`src/rtl/multicycle_ctrl.sv`:
```
// ============================================================================
// multicycle_ctrl
// ----------------------------------------------------------------------------
// Multi-cycle sequencing controller for an RV32I datapath. The opcode is
// latched in FETCH, and a Moore FSM then steps through FETCH, DECODE, EXEC,
// MEM and WB. The block drives the datapath enables and a PC-update strobe.
// Data-memory accesses use a mem_ready handshake with a timeout that traps.
// ALU_CC generation lives in the ALU controller; this block only sequences.
//
// Parameters
//   MEM_TIMEOUT : consecutive mem_ready-low MEM cycles before trapping (1..255)
//   RET_W       : width of the retired-instruction counter
//
// Ports
//   clk        in   rising-edge clock
//   reset      in   synchronous, active-high reset
//   opcode     in   [6:0] Instr[6:0], valid during FETCH
//   mem_ready  in   data-memory completion, looked at only in MEM
//   pc_en      out  PC load enable (instruction retires this cycle)
//   ir_en      out  high in FETCH; the opcode is captured on this edge
//   RegWrite   out  register-file write enable
//   MemtoReg   out  write-back mux select (1 = ReadData)
//   ALUsrc     out  ALU B-operand mux select (1 = ExtImm)
//   MemWrite   out  data-memory write enable
//   MemRead    out  data-memory read enable
//   Branch     out  branch qualify, ANDed with ALUZero in the datapath
//   trap       out  high while in TRAP
//   trap_cause out  [1:0] 00 none, 01 illegal opcode, 10 memory timeout
//   state      out  [2:0] FSM state encoding, for debug
//   retired    out  [RET_W-1:0] completed-instruction count, wraps
// ============================================================================
module multicycle_ctrl #(
  parameter int MEM_TIMEOUT = 16,
  parameter int RET_W       = 32
) (
  input  logic             clk,
  input  logic             reset,
  input  logic [6:0]       opcode,
  input  logic             mem_ready,
  output logic             pc_en,
  output logic             ir_en,
  output logic             RegWrite,
  output logic             MemtoReg,
  output logic             ALUsrc,
  output logic             MemWrite,
  output logic             MemRead,
  output logic             Branch,
  output logic             trap,
  output logic [1:0]       trap_cause,
  output logic [2:0]       state,
  output logic [RET_W-1:0] retired
);

  // --------------------------------------------------------------------------
  // State encoding. Kept as plain 3-bit codes rather than an enum so the two
  // unused codes (6, 7) remain representable and can be recovered from.
  // --------------------------------------------------------------------------
  localparam logic [2:0] ST_FETCH  = 3'd0;
  localparam logic [2:0] ST_DECODE = 3'd1;
  localparam logic [2:0] ST_EXEC   = 3'd2;
  localparam logic [2:0] ST_MEM    = 3'd3;
  localparam logic [2:0] ST_WB     = 3'd4;
  localparam logic [2:0] ST_TRAP   = 3'd5;

  // RV32I major opcodes handled by this controller.
  localparam logic [6:0] OPC_R      = 7'b0110011;
  localparam logic [6:0] OPC_I_ALU  = 7'b0010011;
  localparam logic [6:0] OPC_LOAD   = 7'b0000011;
  localparam logic [6:0] OPC_STORE  = 7'b0100011;
  localparam logic [6:0] OPC_BRANCH = 7'b1100011;

  localparam logic [1:0] CAUSE_NONE    = 2'b00;
  localparam logic [1:0] CAUSE_ILLEGAL = 2'b01;
  localparam logic [1:0] CAUSE_MEM_TO  = 2'b10;

  // Wait-counter value seen in the last permitted mem_ready-low MEM cycle.
  localparam logic [7:0] WAIT_LAST = 8'(MEM_TIMEOUT - 1);

  typedef enum logic [2:0] {
    CL_R,
    CL_I_ALU,
    CL_LOAD,
    CL_STORE,
    CL_BRANCH,
    CL_ILLEGAL
  } op_class_t;

  // --------------------------------------------------------------------------
  // Registers and internal wires
  // --------------------------------------------------------------------------
  logic [2:0]       r_state;
  logic [6:0]       r_opcode;
  logic [7:0]       r_wait;
  logic [RET_W-1:0] r_retired;
  logic [1:0]       r_trap_cause;

  logic [2:0]       w_next_state;
  op_class_t        w_class;
  logic             w_mem_timeout;
  logic             w_illegal_trap;

  // --------------------------------------------------------------------------
  // Opcode classification of the latched instruction
  // --------------------------------------------------------------------------
  // NOTE: every always_comb output gets a default before the case so no path
  // leaves it unassigned; otherwise synthesis would infer a latch.
  always_comb begin
    w_class = CL_ILLEGAL;
    case (r_opcode)
      OPC_R:      w_class = CL_R;
      OPC_I_ALU:  w_class = CL_I_ALU;
      OPC_LOAD:   w_class = CL_LOAD;
      OPC_STORE:  w_class = CL_STORE;
      OPC_BRANCH: w_class = CL_BRANCH;
      default:    w_class = CL_ILLEGAL;
    endcase
  end

  // Trap events, shared by the next-state logic and the cause register.
  assign w_illegal_trap = (r_state == ST_DECODE) && (w_class == CL_ILLEGAL);
  assign w_mem_timeout  = (r_state == ST_MEM) && !mem_ready && (r_wait == WAIT_LAST);

  // --------------------------------------------------------------------------
  // FSM process 1: state register
  // --------------------------------------------------------------------------
  // NOTE: sequential state uses non-blocking assignments so every flop samples
  // the pre-edge values regardless of the order the blocks are evaluated in.
  always_ff @(posedge clk) begin
    if (reset) begin
      r_state <= ST_FETCH;
    end else begin
      r_state <= w_next_state;
    end
  end

  // --------------------------------------------------------------------------
  // FSM process 2: next-state logic
  // --------------------------------------------------------------------------
  always_comb begin
    w_next_state = ST_FETCH;
    case (r_state)
      ST_FETCH: begin
        w_next_state = ST_DECODE;
      end
      ST_DECODE: begin
        w_next_state = w_illegal_trap ? ST_TRAP : ST_EXEC;
      end
      ST_EXEC: begin
        case (w_class)
          CL_BRANCH:          w_next_state = ST_FETCH;
          CL_R, CL_I_ALU:     w_next_state = ST_WB;
          CL_LOAD, CL_STORE:  w_next_state = ST_MEM;
          default:            w_next_state = ST_FETCH;
        endcase
      end
      ST_MEM: begin
        if (mem_ready) begin
          w_next_state = (w_class == CL_LOAD) ? ST_WB : ST_FETCH;
        end else if (w_mem_timeout) begin
          w_next_state = ST_TRAP;
        end else begin
          w_next_state = ST_MEM;
        end
      end
      ST_WB: begin
        w_next_state = ST_FETCH;
      end
      ST_TRAP: begin
        // Sticky until reset; opcode and mem_ready are ignored here.
        w_next_state = ST_TRAP;
      end
      default: begin
        // Codes 6 and 7 are unreachable; recover to FETCH if ever entered.
        w_next_state = ST_FETCH;
      end
    endcase
  end

  // --------------------------------------------------------------------------
  // FSM process 3: outputs, decoded from state and latched opcode.
  // The store-completion strobe in MEM is the one output qualified by an
  // input: a store whose mem_ready is already high on MEM entry must retire
  // in that very cycle (w = 0), so pc_en there follows mem_ready.
  // Reset forces every enable, ir_en and trap low, which also suppresses a
  // MemWrite that would otherwise be issued in the reset-asserted cycle.
  // --------------------------------------------------------------------------
  always_comb begin
    pc_en    = 1'b0;
    ir_en    = 1'b0;
    RegWrite = 1'b0;
    MemtoReg = 1'b0;
    ALUsrc   = 1'b0;
    MemWrite = 1'b0;
    MemRead  = 1'b0;
    Branch   = 1'b0;
    trap     = 1'b0;

    case (r_state)
      ST_FETCH: begin
        ir_en = 1'b1;
      end
      ST_DECODE: begin
        // All enables idle while the opcode is classified.
      end
      ST_EXEC: begin
        ALUsrc = (w_class == CL_I_ALU) || (w_class == CL_LOAD) ||
                 (w_class == CL_STORE);
        if (w_class == CL_BRANCH) begin
          Branch = 1'b1;
          pc_en  = 1'b1;
        end
      end
      ST_MEM: begin
        // Address stays ExtImm-based and the strobe is held until exit.
        ALUsrc   = 1'b1;
        MemRead  = (w_class == CL_LOAD);
        MemWrite = (w_class == CL_STORE);
        pc_en    = (w_class == CL_STORE) && mem_ready;
      end
      ST_WB: begin
        RegWrite = 1'b1;
        pc_en    = 1'b1;
        MemtoReg = (w_class == CL_LOAD);
        ALUsrc   = (w_class == CL_I_ALU) || (w_class == CL_LOAD);
      end
      ST_TRAP: begin
        trap = 1'b1;
      end
      default: begin
        // Unreachable codes drive nothing.
      end
    endcase

    if (reset) begin
      pc_en    = 1'b0;
      ir_en    = 1'b0;
      RegWrite = 1'b0;
      MemtoReg = 1'b0;
      ALUsrc   = 1'b0;
      MemWrite = 1'b0;
      MemRead  = 1'b0;
      Branch   = 1'b0;
      trap     = 1'b0;
    end
  end

  // --------------------------------------------------------------------------
  // Opcode latch, MEM wait counter, retire counter and trap cause
  // --------------------------------------------------------------------------
  // NOTE: all control registers here are reset, since the sequencing and the
  // trap/retire bookkeeping must start from known values after every reset.
  always_ff @(posedge clk) begin
    if (reset) begin
      r_opcode     <= 7'd0;
      r_wait       <= 8'd0;
      r_retired    <= '0;
      r_trap_cause <= CAUSE_NONE;
    end else begin
      if (r_state == ST_FETCH) begin
        r_opcode <= opcode;
      end

      // Cleared on the way into MEM, counts mem_ready-low cycles while there.
      if (r_state == ST_EXEC) begin
        r_wait <= 8'd0;
      end else if ((r_state == ST_MEM) && !mem_ready) begin
        r_wait <= r_wait + 8'd1;
      end

      // Every pc_en marks a completed instruction; wraps without a flag.
      if (pc_en) begin
        r_retired <= r_retired + RET_W'(1);
      end

      if (w_illegal_trap) begin
        r_trap_cause <= CAUSE_ILLEGAL;
      end else if (w_mem_timeout) begin
        r_trap_cause <= CAUSE_MEM_TO;
      end
    end
  end

  assign state      = r_state;
  assign retired    = r_retired;
  assign trap_cause = r_trap_cause;

endmodule

```
`config.mk`:
```
export PLATFORM = sky130hd
export DESIGN_NAME = multicycle_ctrl
export DESIGN_NICKNAME = d
export VERILOG_FILES = /design/src/rtl/multicycle_ctrl.sv
export SDC_FILE = /design/constraint.sdc
export NUM_CORES = 1
export LEC_CHECK = 0
export ABC_AREA = 0
export BUFFER_PORTS_ARGS = -buffer_cell sky130_fd_sc_hd__buf_2
export CORE_MARGIN = 3
export CORE_UTILIZATION = 49
export CTS_CLUSTER_SIZE = 8
export DETAILED_ROUTE_END_ITERATION = 8
export PLACE_DENSITY = 0.76
export REMOVE_ABC_BUFFERS = 1
export SETUP_SLACK_MARGIN = 0.15
export SLEW_MARGIN = 0
export SYNTH_ARGS = -nofsm -noshare
export SYNTH_HDL_FRONTEND = slang
export SYNTH_SLANG_ARGS = --single-unit
```
`constraint.sdc`:
```
create_clock -name clk -period 1.7 [get_ports clk]
set_clock_uncertainty 0.05 [all_clocks]
set_input_delay 0.085 -clock clk [delete_from_list [all_inputs] [get_ports clk]]
set_output_delay 0.085 -clock clk [all_outputs]
set_load 0.1 [all_outputs]
```
---- Word-level counts from Yosys, hierarchy flattened ----
Index checks and enable logic that the tools add are counted.
word-level totals
  register bits ........................... 52
  bits of input ports ..................... 10
  output and inout port bits .............. 46
  word-level logic and storage cells ...... 66
cells by class
  add/sub/neg operators ................... 2
  eq/ne operators ......................... 16
  muxes and demuxes ....................... 28
  reduce and logical (&&, ||, !) cells .... 14
operator list
  kind                     number
  $add A32 B1 Y32 const B  1
  $pmux W3 S5              2
  $mux W1                  19
  $eq A7 B6 Y1 const B     2
  $eq A3 B2 Y1 const B     4
  $eq A3 B3 Y1 const B     4
  $mux W3                  4
  $add A8 B1 Y8 const B    1
  $eq A8 B4 Y1 const B     1
  $reduce_or A2 Y1         4
  $eq A7 B2 Y1 const B     1
  $eq A7 B5 Y1 const B     1
  $eq A7 B7 Y1 const B     1
  $eq A3 B1 Y1 const B     2
  $logic_not A3 Y1         2
  $pmux W1 S3              2
  $pmux W3 S2              1
  $logic_and A1 B1 Y1      4
  $logic_or A1 B1 Y1       2
  $reduce_bool A2 Y1       1
  $logic_not A1 Y1         1

---- Logic depth before layout (Yosys ltp) ----
  word-level depth ........................ 7
  depth in mapped cells ................... 7
  gate-level depth less buffers ........... 5

---- Worst setup path before layout ----
No wires, ideal clock.
  path type ............................... register -> output
  start ................................... reg r_state[1], in the netlist state[1]
  end ..................................... out MemRead
  arrival ................................. 4.337 ns
  required time ........................... 1.565 ns
  slack ................................... -2.772 ns
  stages on the path, launching flop included .. 4
  buffers on the path ..................... 1
  path through ............................ dfxtp_1 > buf_2 > nand3b_1 > nor4_1
on the way
  word-level cells in the longest chain between the ends .. 3
RTL lines
  item                    line  text
  start, declared         91    logic [2:0] r_state;
  start signal, assigned  132   r_state <= w_next_state;
  $eq A3 B2 Y1            198   case (r_state)
  $mux W1                 198
  $mux W1                 234   if (reset) begin
  end, declared           46    output logic MemRead,
Every way passes these cells.

---- Worst setup path in the final report ----
  start ................................... reg r_opcode[3]
  end ..................................... out MemRead
on the way
  word-level cells in the longest chain between the ends .. 5
  elaborated cells between the ends (all ways) .. 9
  those cells by class .................... 6 x eq/ne; 3 x mux
RTL lines
  item                                  line  text
  start, declared                       92    logic [6:0] r_opcode;
  start signal, assigned                260   r_opcode <= opcode;
  $eq A7 B7 Y1 (tied with other cells)  109   case (r_opcode)
  $pmux W3 S5 (*)                       109
  $eq A3 B2 Y1 (*)                      216   MemRead = (w_class == CL_LOAD);
  $mux W1 (*)                           198
  $mux W1 (*)                           234
Every way passes the cells marked *; elsewhere a longest branch is shown, timed or not.

==> qor.csv <==
metric,value,unit
rsz0062_at_grt,true,
fin_area,4150,um2
tightest_slew,0.651,ns
hold_end,r_wait[1],
antenna_found_initial,0,
fillers,292,
hold_depth,4,
crit_path_max_fanout,3,
end_kind,primary output,
die_w,79.2,um
synth_area_leaders,"dfxtp_1 (40%), nor2_1 (5.4%), a21oi_1 (5.0%)",
grt_overflow_total,0,
final_cell_mix,"buf_4 (64), dfxtp_1 (47), buf_2 (46)",
outcome,"complete, but fails checks",
h-tree-depth,2,
io_pins,56,
synth.top_cell.area_share,39.6,%
grt_pass1_vias,2655,
violations,setup timing,
arrival,1.88,ns
r2r_cells,6,
p_leak,1.72,nW
cts_tree,done,
layout_min_cycle_time,2.02,ns
syn_inst,305,
gp_congestion,0.850,
clk_latency,0.31,ns
critPathKind,reg -> out,
ys_warn_count,0,
p_per_area,625,nW/um2
fin_nets,453,
cts.sinks,52,
min-delay-path-class,in -> reg,
diodes,0,
root_buffer,clkbuf_8,
io_buffers,55,
placed_cells,481,
grt_pass1_wl,11600,um
ys_seq_area_share,39.6,%
peakVddDrop,445,uV
reg2reg_slack,-0.31,ns
slew_viol_final,0,
area_growth,58.0,%
synth-seq-cells,52,
vias,3008,
drive_above_1_share,44.3,%
fmax,0.496,GHz
finalCritPeriodShare,119,%
slew_headroom,56.6,%
reg2reg_to,state[2],
drt_iter0_markers,153,
clockBufferDepth,2,
cp_slowest_stage_delay,0.44,ns
wire_per_inst,16.5,um
hpwl,4890,um
timing.rr.start,r_opcode[3],
required,1.56,ns
hold_start,mem_ready,
core_area,5140,um2
dr.pass1.iters,7,
initial_utilization,51.1,%
routed_wirelength,8470,um
grtUsageTotal,22.8,%
register_area,1050,um2
synth.distinct_cells,46,
syn_area_per_cell,8.61,um2
setup-violations-final,41,
row_count,26,
mostFrequentLayoutCell,buf_4,
numCtsBuffers,5,
max_cap_violations,0,
setup_ws,-0.317,ns
synth_area,2630,um2
stdcell_count,512,
cp_slowest_cell,or3b_4,
die_h,79.2,um
dieArea,6270,um2
clkTransAtPathRegs,0.09,ns
start_kind,flop,
dpl_cell_area,3540,um2
hold_viol,0,
crit_chain,and4bb_2 -> or3b_4 -> nor4_4 -> buf_4 -> buf_12,
multiInputGateArea,1730,um2
synth_top_area_cell,dfxtp_1,
drc,0,
ant_nets,0,
finalSetupTns,-7.47,ns
grt_max_degree,30,
via_per_inst,5.88,
metrics by stage:
stage / setup slack (ns) / power, mW / utilization [%] / hold WS [ns]
5_1_grt: -0.390 / 2.68 / 80.7 / 0.252
3_3_place_gp: -0.120 / 1.79 / 68.9 / 0.283
4_1_cts: -0.252 / 2.54 / 74.4 / 0.200
6_report: -0.317 / 2.59 / 80.7 / 0.210
2_1_floorplan: -2.80 / 1.62 / - / 0.104
3_5_place_dp: -0.209 / 1.80 / 68.9 / 0.290
cells by family (layout without fill, tap and decap cells):
group	count (synthesis)	after routing	synth area share [%]
AO/OA/AOI/OAI	71	74	18.3
adder cells (fa/ha/maj)	2	2	0.953
multiplexers	8	8	3.10
buffers and inverters	23	157	4.00
XOR/XNOR	19	19	6.34
flip-flops	52	52	39.6
AND/OR/NAND/NOR	130	130	27.7
report_power, final:
| group | total, mW | switching (mW) | internal, mW |
|---|---|---|---|
| clock | 0.728 | 0.395 | 0.333 |
| sequential | 1.29 | 0.0324 | 1.25 |
| combinational | 0.578 | 0.381 | 0.197 |
| total | 2.59 | 0.809 | 1.78 |
flip-flops by register name, summed over array words and instances, names as in the netlist:
name and count:
r_wait 8, state 3, retired 32, trap_cause 2
r_opcode 7
per-layer routing:
metal	part of all wire (%)	global-route usage, %	vias to the layer above
met3	6.5	3.85	25
met5	0	0	-
met2	52	42.2	138
li1	-	-	1390
met1	39	27.2	1455
met4	2.7	5.33	0
critical path, delay by kind of cell (launching register included):
kind | cells | cell delay, ns
buffers and inverters | 2 | 0.32
DFF | 1 | 0.33
and+or+nand+nor | 3 | 0.92
synthesized netlist by cell type (all sizes together):
master and number:
nor2 38, nand4 8, or3b 1, nor4 7, and3 2, mux2i 7
o21ai 23, and2 2, nor3b 3, inv 7, xor2 14, o31ai 3
nand3b 2, nand2b 4, a31oi 3, dfxtp 52, or3 17, nand3 10
xnor2 5, nand2 16, nor3 6, and4bb 2, o21bai 1, mux2 1
ha 2, o2111ai 6, o2111a 1, and3b 1, buf 6, and4 4
o211ai 6, a21o 2, or4 3, nor2b 4, a21oi 26, clkbuf 10
final cells by class:
type / count / share of cell area (%)
multi-input cells: 233 / 41.7
repair buffers: 142 / 28.1
flip-flops and latches: 52 / 25.3
clock buffers: 8 / 2.17
well taps: 70 / 2.11
inverters: 7 / 0.633
timing repair:
action / 4_1_cts / 5_1_grt
pin swaps: 5 / 24
hold endpoints to repair: 7 / 0
endpoints found under the setup margin: 49 / 49
gates cloned: 0 / 4
buffers inserted: 5 / 7
resized for setup: 24 / 45
hold buffers: 7 / 0
how the worst max path moves through the flow:
stage,start,end
final,r_opcode[3],MemRead
after global routing,r_opcode[3],MemRead
after CTS,r_opcode[3],MemRead
after detailed placement,r_opcode[3],retired[13]
after global placement,r_opcode[3],retired[15]
after floorplan,state[0],MemRead
Power figures use the tool's default switching activity.
